===== src/rtl/irq_vector_ctrl.sv =====
// irq_vector_ctrl: multi-channel interrupt controller with fixed priority.
// Each source passes through a 2-flop synchroniser and is latched into a pending
// register. Channel 0 has the highest priority. The FSM (IDLE/REQ/SERVICE) raises IRQ
// and presents XVecAddr = XAddr + id*VecStride for the selected channel.
// Optional build macro: IRQ_LEVEL_EN selects level-triggered sources, where pending
// follows the synchronised input. When it is undefined, sources are edge-latched.
//
// Handshake: IRQ stays high from REQ entry until the processor pulses irq_ack for one
// cycle, or until the selected channel is masked off. irq_id and XVecAddr stay frozen
// for that whole time. irq_eoi is a one-cycle pulse that closes SERVICE. An ack is
// honoured only in REQ, and an eoi only in SERVICE.
module irq_vector_ctrl #(
  parameter int          NumIrq    = 8,
  parameter logic [31:0] XAddr     = 32'h80000008,
  parameter int          VecStride = 4,
  parameter int          IdW       = (NumIrq > 1) ? $clog2(NumIrq) : 1
) (
  input  logic              clk,
  input  logic              RESET,
  input  logic [NumIrq-1:0] irq_in,
  input  logic              mask_we,
  input  logic [NumIrq-1:0] mask_wd,
  input  logic              pc_31,
  input  logic              irq_ack,
  input  logic              irq_eoi,
  output logic              IRQ,
  output logic [31:0]       XVecAddr,
  output logic [IdW-1:0]    irq_id,
  output logic [NumIrq-1:0] pending,
  output logic              in_service,
  output logic [1:0]        state_dbg
);

  localparam logic [1:0] ST_IDLE    = 2'd0;
  localparam logic [1:0] ST_REQ     = 2'd1;
  localparam logic [1:0] ST_SERVICE = 2'd2;

  logic [NumIrq-1:0] s1_q, s2_q;
  logic [NumIrq-1:0] mask_q, mask_d;
  logic [NumIrq-1:0] pend_vis;
  logic [NumIrq-1:0] req_vec;
  logic [IdW-1:0]    sel_id;
  logic [31:0]       sel_vec;
  logic              ack_take;

  logic [1:0]        state_q, state_d;
  logic              irq_q, irq_d;
  logic [IdW-1:0]    id_q, id_d;
  logic [31:0]       vec_q, vec_d;
  logic              insvc_q, insvc_d;

  // Two-flop synchroniser for the raw asynchronous sources.
  always_ff @(posedge clk or posedge RESET) begin
    if (RESET) begin
      s1_q <= '0;
      s2_q <= '0;
    end else begin
      s1_q <= irq_in;
      s2_q <= s1_q;
    end
  end

`ifdef IRQ_LEVEL_EN
  // Level mode: pending is the synchronised level itself, and ack does not clear it.
  assign pend_vis = s2_q;
`else
  logic [NumIrq-1:0] s2d_q;
  logic [NumIrq-1:0] pending_q, pending_d;
  logic [NumIrq-1:0] edge_vec;
  logic [NumIrq-1:0] clr_vec;

  assign edge_vec = s2_q & ~s2d_q;

  // Clear the accepted channel, but a new edge in the same cycle keeps it set.
  always_comb begin
    clr_vec = '0;
    for (int i = 0; i < NumIrq; i++) begin
      clr_vec[i] = ack_take && (id_q == IdW'(i));
    end
    pending_d = (pending_q & ~clr_vec) | edge_vec;
  end

  // Edge detector delay flop and the pending latch.
  always_ff @(posedge clk or posedge RESET) begin
    if (RESET) begin
      s2d_q     <= '0;
      pending_q <= '0;
    end else begin
      s2d_q     <= s2_q;
      pending_q <= pending_d;
    end
  end

  assign pend_vis = pending_q;
`endif

  assign req_vec = pend_vis & mask_q;

  // Fixed-priority select: the lowest set index wins. Scan from the top so the last hit is the lowest index.
  always_comb begin
    sel_id = '0;
    for (int i = NumIrq - 1; i >= 0; i--) begin
      if (req_vec[i]) sel_id = IdW'(i);
    end
    sel_vec = XAddr + (32'(sel_id) * 32'(VecStride));
  end

  // A mask write takes effect at the next edge and leaves pending untouched.
  always_comb begin
    mask_d = mask_we ? mask_wd : mask_q;
  end

  // Request FSM next-state logic. An ack takes priority over a mask withdraw.
  always_comb begin
    state_d  = state_q;
    irq_d    = irq_q;
    id_d     = id_q;
    vec_d    = vec_q;
    insvc_d  = insvc_q;
    ack_take = 1'b0;
    case (state_q)
      ST_IDLE: begin
        if ((|req_vec) && !pc_31) begin
          state_d = ST_REQ;
          irq_d   = 1'b1;
          id_d    = sel_id;
          vec_d   = sel_vec;
        end
      end
      ST_REQ: begin
        if (irq_ack) begin
          state_d  = ST_SERVICE;
          irq_d    = 1'b0;
          insvc_d  = 1'b1;
          ack_take = 1'b1;
        end else if (!mask_q[id_q]) begin
          state_d = ST_IDLE;
          irq_d   = 1'b0;
        end
      end
      ST_SERVICE: begin
        if (irq_eoi) begin
          state_d = ST_IDLE;
          insvc_d = 1'b0;
        end
      end
      default: begin
        state_d = ST_IDLE;
        irq_d   = 1'b0;
        insvc_d = 1'b0;
      end
    endcase
  end

  // FSM, vector and mask registers. Reset enables every channel.
  always_ff @(posedge clk or posedge RESET) begin
    if (RESET) begin
      state_q <= ST_IDLE;
      irq_q   <= 1'b0;
      id_q    <= '0;
      vec_q   <= XAddr;
      insvc_q <= 1'b0;
      mask_q  <= '1;
    end else begin
      state_q <= state_d;
      irq_q   <= irq_d;
      id_q    <= id_d;
      vec_q   <= vec_d;
      insvc_q <= insvc_d;
      mask_q  <= mask_d;
    end
  end

  assign IRQ        = irq_q;
  assign XVecAddr   = vec_q;
  assign irq_id     = id_q;
  assign pending    = pend_vis;
  assign in_service = insvc_q;
  assign state_dbg  = state_q;

endmodule

===== config.mk =====
export PLATFORM = sky130hd
export DESIGN_NAME = irq_vector_ctrl
export DESIGN_NICKNAME = d
export VERILOG_FILES = /design/src/rtl/irq_vector_ctrl.sv
export SDC_FILE = /design/constraint.sdc
export NUM_CORES = 1
export LEC_CHECK = 0
export ABC_AREA = 1
export CAP_MARGIN = 20
export CORE_MARGIN = 3
export CORE_UTILIZATION = 55
export DETAILED_ROUTE_END_ITERATION = 10
export DONT_BUFFER_PORTS = 1
export PLACE_DENSITY_LB_ADDON = 0.2
export RECOVER_POWER = 100
export SETUP_SLACK_MARGIN = 0.15
export SYNTH_ARGS = -nofsm -noshare
export SYNTH_HDL_FRONTEND = slang
export SYNTH_SLANG_ARGS = --single-unit

===== constraint.sdc =====
create_clock -name clk -period 2 [get_ports clk]
set_clock_uncertainty 0.15 [all_clocks]
set_input_delay 0.2 -clock clk [delete_from_list [all_inputs] [get_ports clk]]
set_output_delay 0.2 -clock clk [all_outputs]
set_load 0.02 [all_outputs]

# Word-level counts from Yosys, hierarchy flattened
# Index checks and enable logic that the tools add are counted.
# totals
reg_bits,79
# op_classes
n_mux,24
add_sub_neg,1
n_eq_ne,13
reduce_logical,17
n_bitwise,8
order_cmp,1
# op_table
operator,n
"32-bit by 5-bit adder with 32-bit output, first input constant",1
8-bit bitwise AND,3
3-bit 2-to-1 mux,8
8-bit inverter,2
"3-bit equality test, second input constant",4
1-bit logical AND,9
3-bit AND reduction,3
1-bit 2-to-1 mux,8
2-bit 2-to-1 mux,4
8-bit bitwise OR,1
8-bit OR reduction,1
"3-bit by 2-bit equality test with 1-bit output, second input constant",2
"2-bit inequality test, second input constant",3
1-bit case mux with 3 select lines,2
2-bit case mux with 3 select lines,1
"3-bit by 4-bit < comparator with 1-bit output, second input constant",1
1-bit binary-select mux with 3-bit select,1
"3-bit by 1-bit equality test with 1-bit output, second input constant",1
3-bit zero test,1
"3-bit inequality test, second input constant",1
"2-bit by 1-bit equality test with 1-bit output, second input constant",1
"2-bit equality test, second input constant",1
2-bit zero test,1
1-bit inverter,2
2 further kinds,2

# Longest topological paths before layout
# depth
ltp_word,10
mapped_depth,10
mapped_depth_nobuf,9

# Worst setup path after synthesis
# Ideal clock, no wire load.
# synth_path
kind,flip-flop to flip-flop
from,register id_q[0] (netlist: irq_id[0])
to,register irq_q (netlist: IRQ)
required_ns,1.730
stages_incl_launch_ff,11
setup_time_ns,0.120
setup_slack_ns,0.603
period_less_slack_ns,1.397
arrival_ns,1.128
path_buffers,1
cell_sequence,dfrtp_1 buf_4 inv_4 nand2_1 nand2_1 nand2_1 nand3_1 nand3_1 nand3_1 nand2_1 nand2_1
# synth_between
elab_chain_cells,4
# synth_rtl
item,line_no,rtl
from (decl),48,"logic [IdW-1:0] id_q, id_d;"
from (signal assigned),167,id_q <= id_d;
1-bit binary-select mux with 3-bit select,136,end else if (!mask_q[id_q]) begin
1-bit 2-to-1 mux (implied by the code),136,
3-bit inequality test (no source line),n/a,
3-bit AND reduction (no source line),n/a,
to (signal assigned),166,irq_q <= irq_d;
to (decl),47,"logic irq_q, irq_d;"
# No other way between the ends. The select of a mux whose other input is x is not followed.
# A chain may end at the register's enable or synchronous reset.

# Worst setup path in the final report
# layout_path
from,register pending_q[3] (netlist: pending[3])
to,register vec_q[3] (netlist: XVecAddr[3])
# layout_between
elab_chain_cells,6
word_cells_on_any_way,9
classes_between,1 x add/sub; 4 x mux; 1 x bitwise; 3 x reduce/logical
# layout_rtl
item,line_no,rtl
from (decl),68,"logic [NumIrq-1:0] pending_q, pending_d;"
from (signal assigned),90,pending_q <= pending_d;
8-bit bitwise AND *,97,assign req_vec = pend_vis & mask_q;
3-bit 2-to-1 mux (4 in a row),103,if (req_vec[i]) sel_id = IdW'(i);
32-bit by 5-bit adder with 32-bit output,105,sel_vec = XAddr + (32'(sel_id) * 32'(VecStride));
to (signal assigned),161,vec_q <= XAddr;
to (signal assigned),168,vec_q <= vec_d;
to (decl),49,"logic [31:0] vec_q, vec_d;"
# Every way passes the cells marked *; elsewhere a longest branch is shown, timed or not.

==> results by group <==
Critical path
  • CP Capture Type: register
  • Max FO, Critical Path: 7
  • Critical Path Source Type: register
  • Arr. time, crit path: 1.79 ns
  • Kind of critical path: register to register
  • Worst Path Required: 2.09 ns

Logic synthesis
  • Cell with the most instances after synthesis: nand2_1
  • Register area share after synthesis: 60.0%
  • Flops & latches, synth: 50
  • Avg Inst Size Synth: 10.3 µm²
  • Post-Syn Instances: 204
  • Ys async rst share: 100%
  • Area leader, netlist: dfrtp_1
  • Post-synth EDFFs: 0
  • Number of synthesis warnings: 0
  • Synth area leaders: dfrtp_1, dfstp_2, buf_4
  • Leading register cell type out of synthesis: dfrtp_1
  • Commonest cells in the synthesized netlist: nand2_1, dfrtp_1, buf_4
  • Synth top area share: 48.7%
  • Yosys cell types: 22
  • Cell Area, Synth: 2110 µm²

Die
  • Initial core utilization: 59.8%
  • DIE AREA: 4610 µm²
  • Core Region: 3520 µm²
  • Die X: 67.9 µm
  • Die Y: 67.9 µm
  • I/O pins: 69
  • Cell row count: 21

Route
  • Post-route ant nets: 0
  • Detailed Route WL: 3590 µm
  • First-pass iteration count of the detailed router: 4
  • Detailed Route Iter0 Violations: 48
  • Vias: 1301
  • DRC: 0
  • Vias/cell: 4.73
  • Drt wl/cell: 13.1 µm

Power and ir drop
  • Pwr dens: 1150 nW/µm²
  • Max rail drop VDD: 0.619 mV
  • LEAKAGE: 0.00111 µW
  • Total power: 2690 µW

Clock tree
  • Clk_lat worst skew: 0.29 ns
  • Max Root-Sink Buffers: 2
  • CTS tree: yes
  • Root Buffer: clkbuf_8
  • Clock sinks: 50
  • Num CTS Buffers: 5
  • Post-CTS Setup Bufs: 0
  • CTS HTree Levels: 2
  • Clk slew on worst S/H paths: 0.09 ns

Global route
  • Global-route wire length before repair: 5610 µm
  • Vias in the first global route: 1231
  • Gr usage total: 16.8%
  • Total grt overflow: 0
  • Initial antenna violation count: 0
  • Largest net degree at the start of global routing: 27

Cells and area
  • Share of cells above drive strength 1: 15.3%
  • Ant diodes: 0
  • Area growth syn-to-layout: 10.9%
  • Final core utilization: 66.3%
  • Final net count: 250

STA
  • RSZ-0062 raised after global routing: no
  • Slew HR: 35.0%
  • Least-Margin Pin Slew: 0.974 ns
  • Setup Total Neg Slack: 0 ns
  • Tmin final: 1.69 ns
  • Final Max Tran Viols: 0
  • Final hold viol count: 0
  • Maximum clock frequency: 590 MHz
  • Final setup viols: 0
  • Final worst-path cycle share: 84.7%

Run status
  • Outcome: finished clean

Job
  • Max-cap violations: 0

Place
  • Port Buffer Count: 0
  • GP Congestion: 0.814
  • HPWL Detailed: 2750 µm

Min path
  • Tightest Hold Check Type: input pin to register
==> power by group <==
part           leakage, µW  internal (µW)  switching, µW
Clock            0.0000478            285            323
Sequential        0.000560           1180            323
Combinational     0.000501            205            375
==> layout by cell type, fill, tap and decap left out <==
cell type	synthesis	layout
dfstp_2	9	8
o21ai_1	21	13
inv_6	0	1
inv_2	2	1
nand2_2	6	5
clkinvlp_4	0	1
clkbuf_8	0	6
nand3_1	8	9
buf_12	0	1
conb_1	2	28
nand2_1	44	45
mux2_2	7	7
a21oi_1	2	2
nor2_4	1	1
nor2_1	2	3
dfrtp_1	41	41
dlygate4sd3_1	0	20
nor3_1	1	1
dfstp_1	0	1
o21ai_0	3	11
clkbuf_1	0	1
inv_4	2	2
inv_1	16	16
a31oi_1	1	1
o21a_1	1	1
nor2_2	3	2
clkinv_1	0	1
==> timing repair <==
| action | in CTS | in global routing |
|---|---|---|
| gates resized for setup | 0 | 0 |
| hold buffers | 20 | 0 |
| endpoints found under the hold margin | 41 | 0 |
==> layout make-up <==
type | instances | area [µm²]
Inverter | 20 | 80.1
Multi-Input combinational cell | 129 | 613
Clock inverter | 2 | 16.3
Fill cell | 287 | 1180
Clock buffer | 6 | 82.6
Tap cell | 46 | 57.6
Timing Repair Buffer | 22 | 224
Sequential cell | 50 | 1260
==> registers in the layout, summed over array words and instances (netlist names) <==
signal / flops
IRQ: 1
in_service: 1
s2_q: 8
pending: 8
mask_q: 8
s1_q: 8
state_dbg: 2
irq_id: 3
XVecAddr: 3
s2d_q: 8
==> kinds of logic (layout without fill, tap and decap cells) <==
family                 after synthesis  in the layout  synth area share [%]
and+or+nand+nor                     66             66                  14.4
buffers and inverters               51             50                  14.7
DFF                                 50             50                  60.0
AOI/OAI and AO/OA                   28             28                  6.83
muxes                                7              7                  3.74
other                                2             28                 0.357
==> final timing paths <==
path | cells after the start | from | endpoint | slack (ns)
setup / recovery | 8 | pending[3] | XVecAddr[3] | 0.31
hold / removal | 3 | irq_eoi | in_service | 0.04
setup reg to reg | 8 | pending[3] | XVecAddr[3] | 0.31
hold reg to reg | 0 | s1_q[7] | s2_q[7] | 0.20
max in group asynchronous | 3 | RESET | mask_q[5] | 0.56
min in group asynchronous | 2 | RESET | s1_q[0] | 0.41
==> critical path: stages, from the launching register on <==
cell and delay, ns:
dfrtp_1 0.49, nand2_1 0.16, nand2_1 0.07, nor2_1 0.16
nand2_2 0.08, nand3_1 0.24, inv_4 0.08, nand2_1 0.09
o21a_1 0.12
==> per-layer routing <==
| metal | vias to the layer above | wire length [µm] | share of wire (%) | track usage [%] |
|---|---|---|---|---|
| met3 | 5 | 243 | 6.8 | 5.58 |
| met5 | - | 0 | 0 | 0 |
| met4 | 0 | 46 | 1.3 | 5.96 |
| li1 | 635 | - | - | - |
| met1 | 622 | 1490 | 41 | 19.5 |
| met2 | 39 | 1820 | 51 | 28.9 |
==> stage by stage <==
stage                     setup WS [ns]  instance area (µm²)  hold slack [ns]  instances
after CTS                         0.333                 2360          0.00388        275
after global placement            0.501                 2060         -0.00559        247
after floorplan                   0.464                 2200           0.0814        230
final                             0.306                 2340           0.0378        275
after detailed placement          0.501                 2060           0.0107        247
after global routing              0.152                 2340           0.0247        275
(Power assumes the default switching activity.)
